$ cat src/rtl/mux4_rr_arbiter.sv
// Round-robin arbiter: grants one of four requesters, captures its word and presents it downstream.
// Latency: req in cycle N -> out_valid in cycle N+1. Backpressure: word held while out_ready=0.
module mux4_rr_arbiter #(
    parameter int WIDTH = 16
) (
    input  logic             clk,
    input  logic             rst_n,
    input  logic             en,
    input  logic [3:0]       req,
    input  logic [WIDTH-1:0] in0,
    input  logic [WIDTH-1:0] in1,
    input  logic [WIDTH-1:0] in2,
    input  logic [WIDTH-1:0] in3,
    output logic [3:0]       ack,
    output logic             out_valid,
    input  logic             out_ready,
    output logic [WIDTH-1:0] out_data,
    output logic [1:0]       out_sel
);

    typedef enum logic {
        IDLE = 1'b0,
        BUSY = 1'b1
    } state_t;

    state_t           state_q;
    logic [1:0]       last_q;
    logic [1:0]       out_sel_q;
    logic [WIDTH-1:0] out_data_q;
    logic             out_valid_q;

    logic             accept;
    logic [3:0]       sel_onehot;
    logic [3:0]       elig;
    logic [1:0]       base;
    logic             grant_vld_d;
    logic [1:0]       grant_idx_d;
    logic [WIDTH-1:0] grant_dat_d;

    // Returns {found, index}: first eligible requester searching last+1 .. last.
    function automatic logic [2:0] rr_pick(input logic [1:0] last, input logic [3:0] req_v);
        logic [2:0] res;
        logic [1:0] idx;
        res = 3'b000;
        for (int k = 1; k <= 4; k++) begin
            idx = last + 2'(k);
            if (!res[2] && req_v[idx]) begin
                res = {1'b1, idx};
            end
        end
        return res;
    endfunction

    assign sel_onehot = 4'b0001 << out_sel_q;
    // A reset edge drops the word, so an accept coinciding with reset must not be acknowledged.
    assign accept     = rst_n & out_valid_q & out_ready;
    assign ack        = accept ? sel_onehot : 4'b0000;

    // In the accept cycle the departing requester's req is consumed, and it becomes the new 'last'.
    assign elig = (state_q == BUSY) ? (req & ~sel_onehot) : req;
    assign base = (state_q == BUSY) ? out_sel_q : last_q;

    always_comb begin
        logic [2:0] pick;
        pick        = rr_pick(base, elig);
        grant_vld_d = pick[2] & en;
        grant_idx_d = pick[1:0];
        case (pick[1:0])
            2'd0:    grant_dat_d = in0;
            2'd1:    grant_dat_d = in1;
            2'd2:    grant_dat_d = in2;
            default: grant_dat_d = in3;
        endcase
    end

    always_ff @(posedge clk) begin
        if (!rst_n) begin
            state_q     <= IDLE;
            last_q      <= 2'd3;
            out_sel_q   <= 2'd0;
            out_data_q  <= '0;
            out_valid_q <= 1'b0;
        end else begin
            case (state_q)
                IDLE: begin
                    if (grant_vld_d) begin
                        out_data_q  <= grant_dat_d;
                        out_sel_q   <= grant_idx_d;
                        out_valid_q <= 1'b1;
                        state_q     <= BUSY;
                    end
                end
                BUSY: begin
                    if (accept) begin
                        last_q <= out_sel_q;
                        if (grant_vld_d) begin
                            out_data_q <= grant_dat_d;
                            out_sel_q  <= grant_idx_d;
                        end else begin
                            out_valid_q <= 1'b0;
                            state_q     <= IDLE;
                        end
                    end
                end
                default: begin
                    state_q     <= IDLE;
                    out_valid_q <= 1'b0;
                end
            endcase
        end
    end

    assign out_valid = out_valid_q;
    assign out_data  = out_data_q;
    assign out_sel   = out_sel_q;

endmodule

$ cat config.mk
export PLATFORM = sky130hd
export DESIGN_NAME = mux4_rr_arbiter
export DESIGN_NICKNAME = d
export VERILOG_FILES = /design/src/rtl/mux4_rr_arbiter.sv
export SDC_FILE = /design/constraint.sdc
export NUM_CORES = 1
export LEC_CHECK = 0
export CELL_PAD_IN_SITES_DETAIL_PLACEMENT = 1
export CELL_PAD_IN_SITES_GLOBAL_PLACEMENT = 1
export CORE_ASPECT_RATIO = 2
export CORE_UTILIZATION = 29
export CTS_BUF_LIST = sky130_fd_sc_hd__clkbuf_4
export CTS_CLUSTER_SIZE = 40
export DETAILED_ROUTE_END_ITERATION = 8
export PLACE_DENSITY_LB_ADDON = 0.05
export SYNTH_ARGS = -nofsm -noshare
export SYNTH_HDL_FRONTEND = slang
export SYNTH_SLANG_ARGS = --single-unit
$ cat constraint.sdc
create_clock -name clk -period 5.7 [get_ports clk]
set_clock_uncertainty 0.05 [all_clocks]
set_input_delay 1.425 -clock clk [delete_from_list [all_inputs] [get_ports clk]]
set_output_delay 1.425 -clock clk [all_outputs]
set_load 0.01 [all_outputs]
==> results by group, run 1 <==
Power and ir drop
  • Pwr dens: 190 nW/um^2
  • Leakage: 1.12 nW
  • Worst vdd ir: 0.0952 mV

Logic synthesis
  • Post-Syn Area: 1570 um^2
  • Post-synthesis adder-cell area fraction: 0%
  • Post-synthesis sequential area ratio: 28.0%
  • Main combinational cell family by area after synthesis: multiplexers
  • Proportion of synthesized area in mux cells: 36.0%
  • Post-Synthesis Cells: 159
  • FF+latch count, synth: 22
  • Synth Area in Simple Gates: 9.24%
  • Compound-Gate Fraction of Synth Area: 19.5%
  • XOR/XNOR Fraction of Synth Area: 0%
  • Syn_area_per_cell: 9.88 um^2
  • Synth unique cells: 34
  • Mapped Nets: 231
  • Yosys Warn Count: 0

Critical path
  • CP arrival: 2.95 ns
  • Worst R2R Path Depth: 5
  • Crit Path Category: input pin to primary output
  • Critical Path End Type: primary output
  • Critical path peak fanout: 5
  • Worst flop-to-flop path endpoint: out_data[11]$_SDFFE_PN0P_
  • CP required: 4.22 ns
  • R2R setup slack: 2.83 ns
  • R2r startpoint: state_q$_SDFF_PN0_
  • CP startpoint kind: input pin

Floorplanning
  • DIE HEIGHT: 106 um
  • Core footprint: 5180 um^2
  • Initial core utilization: 30.3%
  • Die X-Extent: 54.1 um
  • # IOs: 95
  • Die Area: 5730 um^2
  • Standard-cell rows: 37

Drt
  • DR vias/cell: 5.31
  • Antenna Violating Nets Remaining: 0
  • Wire length per cell: 16.6 um
  • Pre-Repair DR Iteration Count: 4
  • DRC violations left: 0
  • Vias post-DR: 1615
  • Final WL: 5.04 mm
  • Starting DRT DRC Count: 15

Timing
  • Setup Total Neg Slack: 0 ns
  • Final worst-path cycle share: 77.7%
  • Setup violators final: 0
  • RSZ-0062 raised after global routing: no
  • Max Clk Rate: 226 MHz
  • Slew at the pin closest to its max-slew limit: 1.13 ns
  • Pins Over Slew Limit: 0
  • Slack of the critical path: 1.27 ns
  • Rel. slew slack: 24.2%
  • Min Tclk post-route: 4.43 ns
  • Final Hold Violating Endpoints: 0

Cells and area
  • Layout cells sized above 1: 4.88%
  • Ant diodes: 0
  • Multi-input gate area: 1030 um^2
  • Nets@finish: 319
  • Layout area overhead: 60.9%
  • FILL cells: 614
  • Non-Filler Instances: 304
  • Register area: 440 um^2

Place
  • Placed insts: 300
  • Hpwl dp: 4.12 mm
  • Port bufs: 94
  • Post-place setup slack: 1.27 ns
  • Global placement routability congestion: 0.766

Clock network
  • Gates resized, CTS repair: 0
  • CTS H-tree lvls: 1
  • Clk_lat worst skew: 0.30 ns
  • CTS root buffer: clkbuf_4
  • Clk sinks: 22
  • Number of buffers inserted by post-CTS setup repair: 0
  • Num CTS Buffers: 3
  • CTS Hold Buffers Added: 0
  • CTS tree: yes
  • CTS max path bufs: 2
  • Clk slew on worst S/H paths: 0.12 ns

Flow run
  • Maxcap violations: 0

Global route
  • GRT Util Overall: 18.4%
  • M1 GR Usage: 18.1%
  • GRT busiest layer: met2
  • Total global routing overflow: 0
  • First-pass GRT wire length: 7.88 mm
  • Vias in the first global route: 1744
  • Initial antenna violation count: 0
  • Met3 Track Usage GR: 3.29%
  • Met2 GRT Util: 35.7%
  • Largest net degree at the start of global routing: 22

Run status
  • Outcome: finished clean

Worst hold path
  • Hold path start: out_data[0]$_SDFFE_PN0P_
  • Hold path endpoint: out_data[0]$_SDFFE_PN0P_
  • Hold crit path type: flop to flop
  • Hold Path Depth: 1
## synth_stat cells
cell	instances	share of area [%]
a22o_1	16	8.9
dfxtp_1	22	28
buf_12	1	1.3
and2_1	2	0.80
nor3_1	6	1.9
nand2b_1	3	1.2
o22a_1	2	1.1
nor3b_1	1	0.48
inv_1	4	0.96
o21ai_0	1	0.32
nand3_1	2	0.64
and2b_1	1	0.48
nand2_1	4	0.96
a311oi_1	1	0.56
o21ai_2	1	0.56
buf_4	5	2.4
nor2_2	1	0.40
nor2_1	6	1.4
o22ai_1	2	0.80
a21oi_1	3	0.96
nand2b_2	1	0.56
a221o_1	1	0.64
buf_6	2	1.4
o211ai_2	1	0.80
o211ai_1	2	0.96
o32ai_1	1	0.56
o2bb2ai_1	2	1.1
mux2i_1	52	33
a211oi_1	2	0.96
buf_2	3	0.96
nor2b_1	1	0.40
mux2_2	4	2.9
buf_1	1	0.24
o32a_1	2	1.3
## cell type report
cell class              instances  share of cell area, %
clock inverters                 1                  0.148
multi-input cells             121                   40.6
repair buffers                 95                   37.5
flip-flops and latches         22                   17.4
well taps                      58                   2.87
clock buffers                   3                  0.891
inverters                       4                  0.594
## flip-flops by register name, indices dropped and copies added, names as in the netlist
register   cells
last_q         2
state_q        1
out_sel        2
out_valid      1
out_data      16
## worst max-delay path, stage by stage
cell and delay, ns:
clkdlybuf4s50_1 0.54, nand3_1 0.20, nor3_1 0.22, clkdlybuf4s50_1 0.58
## logic make-up (layout without fill, tap and decap cells)
kind of cell    Yosys count  in the layout
flops                    22             22
simple gates             28             28
compound gates           37             37
buf+inv                  16            103
mux                      56             56
## routing by layer
metal | vias up | share of wire [%]
li1 | 776 | -
met1 | 782 | 34
met2 | 53 | 59
met3 | 4 | 5.4
met4 | 0 | 1.1
met5 | - | 0
## how the worst max path moves through the flow
stage	cells past startpoint	startpoint	slack, ns	end
5_1_grt	4	rst_n	1.19	ack[1]
2_1_floorplan	2	out_ready	2.39	ack[0]
4_1_cts	4	rst_n	1.26	ack[1]
3_5_place_dp	4	rst_n	1.27	ack[1]
3_3_place_gp	4	rst_n	1.38	ack[1]
6_report	4	rst_n	1.27	ack[1]
## layout by cell type (no fill, tap or decap), types with 2 or more instances in the layout
master           count
nor2_1               6
inv_1                4
o211ai_1             2
nand2b_1             3
mux2_2               4
o32a_1               2
a22o_1              16
o2bb2ai_1            2
mux2i_1             52
nor3_1               6
nand3_1              2
o22a_1               2
and2_1               2
o22ai_1              2
clkbuf_4             3
clkdlybuf4s50_1     94
a21oi_1              3
nand2_1              4
dfxtp_1             22
a211oi_1             2
## through the flow
stage          hold slack, ns  utilization (%)  total power [W]  area [um^2]
3_5_place_dp            0.419             48.3         0.000414         2500
5_1_grt                 0.467             48.8         0.000510         2530
6_report                0.445             48.8         0.000480         2530
3_3_place_gp            0.410             48.3         0.000407         2500
4_1_cts                 0.450             48.8         0.000488         2530
2_1_floorplan           0.440                -         0.000319         1570
## where the power goes
part	internal [W]	total, W	leakage [nW]	switching (W)
Clock	0.0000255	0.0000734	0.0154	0.0000479
Sequential	0.000169	0.000183	0.181	0.0000139
Combinational	0.000132	0.000224	0.921	0.0000914
Total	0.000327	0.000480	1.12	0.000153
Note: power is estimated with default switching activity, not from simulation.
==> inputs of run 2 (changes only) <==
--- a/config.mk
+++ b/config.mk
@@ -8,7 +8,7 @@
 export CELL_PAD_IN_SITES_DETAIL_PLACEMENT = 1
 export CELL_PAD_IN_SITES_GLOBAL_PLACEMENT = 1
 export CORE_ASPECT_RATIO = 2
-export CORE_UTILIZATION = 29
+export CORE_UTILIZATION = 27
 export CTS_BUF_LIST = sky130_fd_sc_hd__clkbuf_4
 export CTS_CLUSTER_SIZE = 40
 export DETAILED_ROUTE_END_ITERATION = 8
==> constraint.sdc (replaced) <==
create_clock -name clk -period 4.6 [get_ports clk]
set_clock_uncertainty 0.05 [all_clocks]
set_input_delay 1.15 -clock clk [delete_from_list [all_inputs] [get_ports clk]]
set_output_delay 1.15 -clock clk [all_outputs]
set_load 0.01 [all_outputs]
==> run 2 against run 1 <==
Compared with the run above:
- die area grew 7.2%
- power grew 37%
- global-route usage shrank 0.49 points
- sequential share of layout area shrank 0.30 points
- utilization shrank 3.3 points
- worst hold slack lost 0.0041 ns
- design area grew 1.8%
- flip-flop and latch count is the same
- via count shrank 0.37%
==> results by group, run 2 (synthesis results as in run 1) <==
Clock network
  • CTS root buffer: clkbuf_4 (unchanged)
  • Gates resized, CTS repair: 0 (unchanged)
  • CTS max path bufs: 2 (unchanged)
  • Clk slew on worst S/H paths: 0.13 ns (was 0.12 ns)
  • CTS H-tree lvls: 1 (unchanged)
  • Num CTS Buffers: 3 (unchanged)
  • CTS tree: yes (unchanged)
  • CTS Hold Buffers Added: 0 (unchanged)
  • Clk sinks: 22 (unchanged)
  • Number of buffers inserted by post-CTS setup repair: 0 (unchanged)
  • Clk_lat worst skew: 0.31 ns (was 0.30 ns)

Drt
  • DR vias/cell: 5.21 (was 5.31)
  • Final WL: 5.37 mm (was 5.04 mm)
  • Vias post-DR: 1609 (was 1615)
  • Pre-Repair DR Iteration Count: 6 (was 4)
  • Antenna Violating Nets Remaining: 0 (unchanged)
  • Starting DRT DRC Count: 55 (was 15)
  • DRC violations left: 0 (unchanged)
  • Wire length per cell: 17.4 um (was 16.6 um)

Cells and area
  • Most frequent cells in the layout: 94 x clkdlybuf4s50_1, 52 x mux2i_1, 22 x dfxtp_1, 16 x a22o_1 (unchanged)
  • Ant diodes: 0 (unchanged)
  • Final core area utilization: 45.5% (was 48.8%)
  • Nets@finish: 321 (was 319)
  • Layout area overhead: 63.8% (was 60.9%)
  • Layout cells sized above 1: 6.05% (was 4.88%)
  • Final Cell Area: 2570 um^2 (was 2530 um^2)
  • Commonest non-fill, non-tap cell in the layout: clkdlybuf4s50_1 (unchanged)
  • Max FFs per register: 16 (unchanged)

Power and ir drop
  • Leakage: 1.14 nW (was 1.12 nW)
  • Worst vdd ir: 0.170 mV (was 0.0952 mV)
  • Pwr dens: 256 nW/um^2 (was 190 nW/um^2)

Timing
  • Pins Over Slew Limit: 0 (unchanged)
  • Final hold slack: 0.441 ns (was 0.445 ns)
  • Final Hold Violating Endpoints: 0 (unchanged)
  • Final worst-path cycle share: 85.3%
  • Slack of the critical path: 0.677 ns (was 1.27 ns)
  • Max Clk Rate: 255 MHz
  • Slew at the pin closest to its max-slew limit: 1.18 ns (was 1.13 ns)
  • Setup violators final: 0 (unchanged)
  • Min Tclk post-route: 3.92 ns
  • RSZ-0062 raised after global routing: no (unchanged)
  • Setup Total Neg Slack: 0 ns (unchanged)
  • Rel. slew slack: 21.3% (was 24.2%)

Critical path
  • Critical path peak fanout: 5 (unchanged)
  • CP required: 3.40 ns (was 4.22 ns)
  • Crit Path Category: input pin to primary output (unchanged)
  • CP startpoint kind: input pin (unchanged)
  • Crit path largest cell delay: 0.57 ns (was 0.58 ns)
  • CP most frequent cell: clkdlybuf4s50_1 (unchanged)
  • CP arrival: 2.72 ns (was 2.95 ns)
  • Slowest cell on crit path: clkdlybuf4s50_1 (unchanged)
  • Critical Path End Type: primary output (unchanged)
  • Crit path cell chain: clkdlybuf4s50_1, nand3_1, nor3_1, clkdlybuf4s50_1 (unchanged)

Floorplanning
  • Die Area: 6150 um^2 (was 5730 um^2)
  • Die X-Extent: 55.9 um (was 54.1 um)
  • # IOs: 95 (unchanged)
  • Initial core utilization: 27.8% (was 30.3%)
  • DIE HEIGHT: 110 um (was 106 um)
  • Core footprint: 5660 um^2 (was 5180 um^2)
  • Standard-cell rows: 39 (was 37)

Place
  • Hpwl dp: 4.38 mm (was 4.12 mm)
  • Global placement routability congestion: 0.826 (was 0.766)
  • Cell Area, Placed: 2520 um^2 (was 2500 um^2)
  • Post-place setup slack: 0.670 ns (was 1.27 ns)
  • Port bufs: 94 (unchanged)

Flow run
  • Maxcap violations: 0 (unchanged)

Global route
  • First-pass GRT wire length: 8.33 mm (was 7.88 mm)
  • GRT Util Overall: 17.9% (was 18.4%)
  • Initial antenna violation count: 0 (unchanged)
  • Vias in the first global route: 1715 (was 1744)
  • Total global routing overflow: 0 (unchanged)
  • Largest net degree at the start of global routing: 20 (was 22)

Run status
  • Outcome: finished clean (unchanged)

Worst hold path
  • Hold crit path type: flop to flop (unchanged)
[run 2: cell types whose count changed in the layout (fill, tap and decap cells not counted), sizes merged]
cell    before  now
bufinv       0    1
buf          1    3
clkinv       1    0
[run 2: critical path, delay by kind of cell]
family / cells / cell delay, ns
and+or+nand+nor: 2 / 0.43
buffers and inverters: 2 / 1.13
[run 2: layer usage]
| layer | part of all wire (%) | routed length, um | vias to the layer above | GRT usage, % |
|---|---|---|---|---|
| met4 | 1.2 | 63 | 0 | 6.97 |
| met3 | 4.0 | 215 | 4 | 3.29 |
| li1 | - | - | 783 | - |
| met2 | 63 | 3400 | 51 | 38.8 |
| met5 | 0 | 0 | - | 0 |
| met1 | 32 | 1700 | 771 | 15.4 |
[run 2: worst paths after layout]
check / startpoint / end / slack, ns / cells past startpoint
max: rst_n / ack[2] / 0.68 / 4
min: out_data[2]$_SDFFE_PN0P_ / out_data[2]$_SDFFE_PN0P_ / 0.44 / 1
max reg2reg: state_q$_SDFF_PN0_ / out_data[14]$_SDFFE_PN0P_ / 1.86 / 7
min reg2reg: out_data[2]$_SDFFE_PN0P_ / out_data[2]$_SDFFE_PN0P_ / 0.44 / 1
[run 2: where the power goes]
part	internal (W)	switching, W	total, W
registers	0.000210	0.0000185	0.000228
logic	0.000167	0.000115	0.000282
clock network	0.0000880	0.0000625	0.000150
[run 2: cell type report]
class	count	area, um^2
well taps	61	76.3
fillers	653	3090
multi-input cells	121	1030
inverters	4	15.0
clock inverters	1	30.0
flip-flops and latches	22	440
repair buffers	97	963
clock buffers	3	22.5
[run 2: through the flow]
stage,cells,total power (W)
final,309,0.000660
after global routing,309,0.000700
after CTS,309,0.000673
after detailed placement,305,0.000518
after global placement,305,0.000517
after floorplan,159,0.000395
==> inputs of run 3 (changes only) <==
--- a/config.mk
+++ b/config.mk
@@ -8,6 +8,7 @@
 export CELL_PAD_IN_SITES_DETAIL_PLACEMENT = 1
 export CELL_PAD_IN_SITES_GLOBAL_PLACEMENT = 1
 export CORE_ASPECT_RATIO = 2
+export CORE_MARGIN = 5
 export CORE_UTILIZATION = 27
 export CTS_BUF_LIST = sky130_fd_sc_hd__clkbuf_4
 export CTS_CLUSTER_SIZE = 40
==> run 3 against run 2 <==
Compared with the run above:
- clock power is essentially flat
- non-clock buffer count grew 1
- die area grew 23%
- utilization shrank 0.26 points
- first-iteration DRC count is the same
- power grew 0.34%
==> results by group, run 3 (synthesis results as in run 1) <==
Run status
  • Outcome: finished clean (unchanged)

Place
  • Post-place setup slack: 0.725 ns (was 0.670 ns)
  • Global placement routability congestion: 0.839 (was 0.826)
  • Hpwl dp: 4.53 mm (was 4.38 mm)
  • Port bufs: 94 (unchanged)

Global route
  • Largest net degree at the start of global routing: 17 (was 20)
  • GRT Util Overall: 14.2% (was 17.9%)
  • Vias in the first global route: 1771 (was 1715)
  • First-pass GRT wire length: 8.63 mm (was 8.33 mm)
  • Total global routing overflow: 0 (unchanged)
  • Initial antenna violation count: 0 (unchanged)

Critical path
  • CP startpoint kind: input pin (unchanged)
  • Critical path depth in cells: 4 (unchanged)
  • Slowest cell on crit path: clkdlybuf4s50_1 (unchanged)
  • Crit path largest cell delay: 0.57 ns (about the same)
  • CP arrival: 2.65 ns (was 2.72 ns)
  • Crit Path Category: input pin to primary output (unchanged)
  • Critical path's top delay family: buffers and inverters (unchanged)
  • Crit path cell chain: clkdlybuf4s50_1, nand3_1, nor3_1, clkdlybuf4s50_1 (unchanged)
  • Critical Path End Type: primary output (unchanged)
  • CP most frequent cell: clkdlybuf4s50_1 (unchanged)
  • Worst path bufs/invs: 2 (unchanged)
  • Worst R2R Path Depth: 6 (was 7)
  • Critical path peak fanout: 5 (unchanged)
  • CP required: 3.40 ns (about the same)

Floorplanning
  • Core footprint: 5710 um^2 (was 5660 um^2)
  • Initial core utilization: 27.5% (was 27.8%)
  • DIE HEIGHT: 118 um (was 110 um)
  • # IOs: 95 (unchanged)
  • Die X-Extent: 63.9 um (was 55.9 um)
  • Standard-cell rows: 39 (unchanged)
  • Die Area: 7540 um^2 (was 6150 um^2)

Cells and area
  • Commonest non-fill, non-tap cell in the layout: clkdlybuf4s50_1 (unchanged)
  • Layout cells sized above 1: 6.43% (was 6.05%)
  • Ant diodes: 0 (unchanged)
  • Final core area utilization: 45.2% (was 45.5%)
  • Nets@finish: 322 (was 321)
  • Most frequent cells in the layout: 94 x clkdlybuf4s50_1, 52 x mux2i_1, 22 x dfxtp_1, 16 x a22o_1 (unchanged)
  • Max FFs per register: 16 (unchanged)
  • Layout area overhead: 64.3% (was 63.8%)

Drt
  • Wire length per cell: 17.6 um (was 17.4 um)
  • DR vias/cell: 5.24 (was 5.21)
  • Antenna Violating Nets Remaining: 0 (unchanged)
  • DRC violations left: 0 (unchanged)
  • Final WL: 5.46 mm (was 5.37 mm)
  • Pre-Repair DR Iteration Count: 4 (was 6)
  • Starting DRT DRC Count: 55 (unchanged)
  • Vias post-DR: 1625 (was 1609)

Timing
  • Rel. slew slack: 57.2% (was 21.3%)
  • RSZ-0062 raised after global routing: no (unchanged)
  • Pins Over Slew Limit: 0 (unchanged)
  • Final worst-path cycle share: 83.8% (was 85.3%)
  • Final Hold Violating Endpoints: 0 (unchanged)
  • Slack of the critical path: 0.747 ns (was 0.677 ns)
  • Min Tclk post-route: 3.85 ns (was 3.92 ns)
  • Setup violators final: 0 (unchanged)
  • Setup Total Neg Slack: 0 ns (unchanged)
  • Max Clk Rate: 260 MHz (was 255 MHz)
  • Slew at the pin closest to its max-slew limit: 0.642 ns (was 1.18 ns)

Clock network
  • CTS root buffer: clkbuf_4 (unchanged)
  • Gates resized, CTS repair: 0 (unchanged)
  • Clk_lat worst skew: 0.32 ns (was 0.31 ns)
  • Num CTS Buffers: 3 (unchanged)
  • CTS H-tree lvls: 1 (unchanged)
  • CTS tree: yes (unchanged)
  • CTS max path bufs: 2 (unchanged)
  • Clk sinks: 22 (unchanged)
  • Clk slew on worst S/H paths: 0.13 ns (about the same)
  • CTS Hold Buffers Added: 0 (unchanged)
  • Number of buffers inserted by post-CTS setup repair: 0 (unchanged)

Power and ir drop
  • Pwr dens: 257 nW/um^2 (was 256 nW/um^2)
  • Power consumption: 0.000662 W (was 0.000660 W)
  • Leakage: 1.14 nW (about the same)
  • Worst vdd ir: 0.141 mV (was 0.170 mV)

Worst hold path
  • Hold Path Depth: 1 (unchanged)
  • Hold crit path type: flop to flop (unchanged)

Flow run
  • Maxcap violations: 0 (unchanged)
==> run 3: cell count changes in the layout (fill, tap and decap cells not counted), sizes merged <==
cell / before / now
buf: 3 / 4
==> run 3: worst paths after layout <==
kind | start | end | slack (ns)
hold reg to reg | out_data[6]$_SDFFE_PN0P_ | out_data[6]$_SDFFE_PN0P_ | 0.44
hold / removal | out_data[6]$_SDFFE_PN0P_ | out_data[6]$_SDFFE_PN0P_ | 0.44
setup / recovery | rst_n | ack[1] | 0.75
setup reg to reg | state_q$_SDFF_PN0_ | out_data[7]$_SDFFE_PN0P_ | 1.86
==> run 3: through the flow <==
step           hold slack (ns)  area, um^2  instances
2_1_floorplan            0.440        1570        159
3_3_place_gp             0.409        2530        306
3_5_place_dp             0.416        2530        306
4_1_cts                  0.454        2580        310
5_1_grt                  0.478        2580        310
6_report                 0.445        2580        310
==> run 3: layout make-up <==
class / instances / area (um^2)
Tap cell: 61 / 76.3
Timing Repair Buffer: 98 / 971
Clock inverter: 1 / 30.0
Clock buffer: 3 / 22.5
Fill cell: 655 / 3130
Multi-Input combinational cell: 121 / 1030
Inverter: 4 / 15.0
Sequential cell: 22 / 440
==> run 3: per-layer routing <==
| layer | part of all wire, % | GRT usage [%] | wire length, um |
|---|---|---|---|
| met4 | 3.3 | 6.11 | 179 |
| met2 | 58 | 27.7 | 3170 |
| met5 | 0 | 0 | 0 |
| met3 | 5.7 | 3.25 | 313 |
| met1 | 33 | 13.3 | 1800 |
==> run 3: power by group <==
group | switching [W] | leakage [nW] | internal [W]
Clock | 0.0000651 | 0.0279 | 0.0000881
Sequential | 0.0000176 | 0.181 | 0.000210
Combinational | 0.000115 | 0.935 | 0.000167
==> run 3: worst register-to-register path, cell delays in order, from the launching register on <==
cell,delay (ns)
dfxtp_1,0.67
nand2_1,0.21
o32a_1,0.43
o21ai_2,0.31
nand2b_2,0.22
and2_1,0.55
a22o_1,0.25
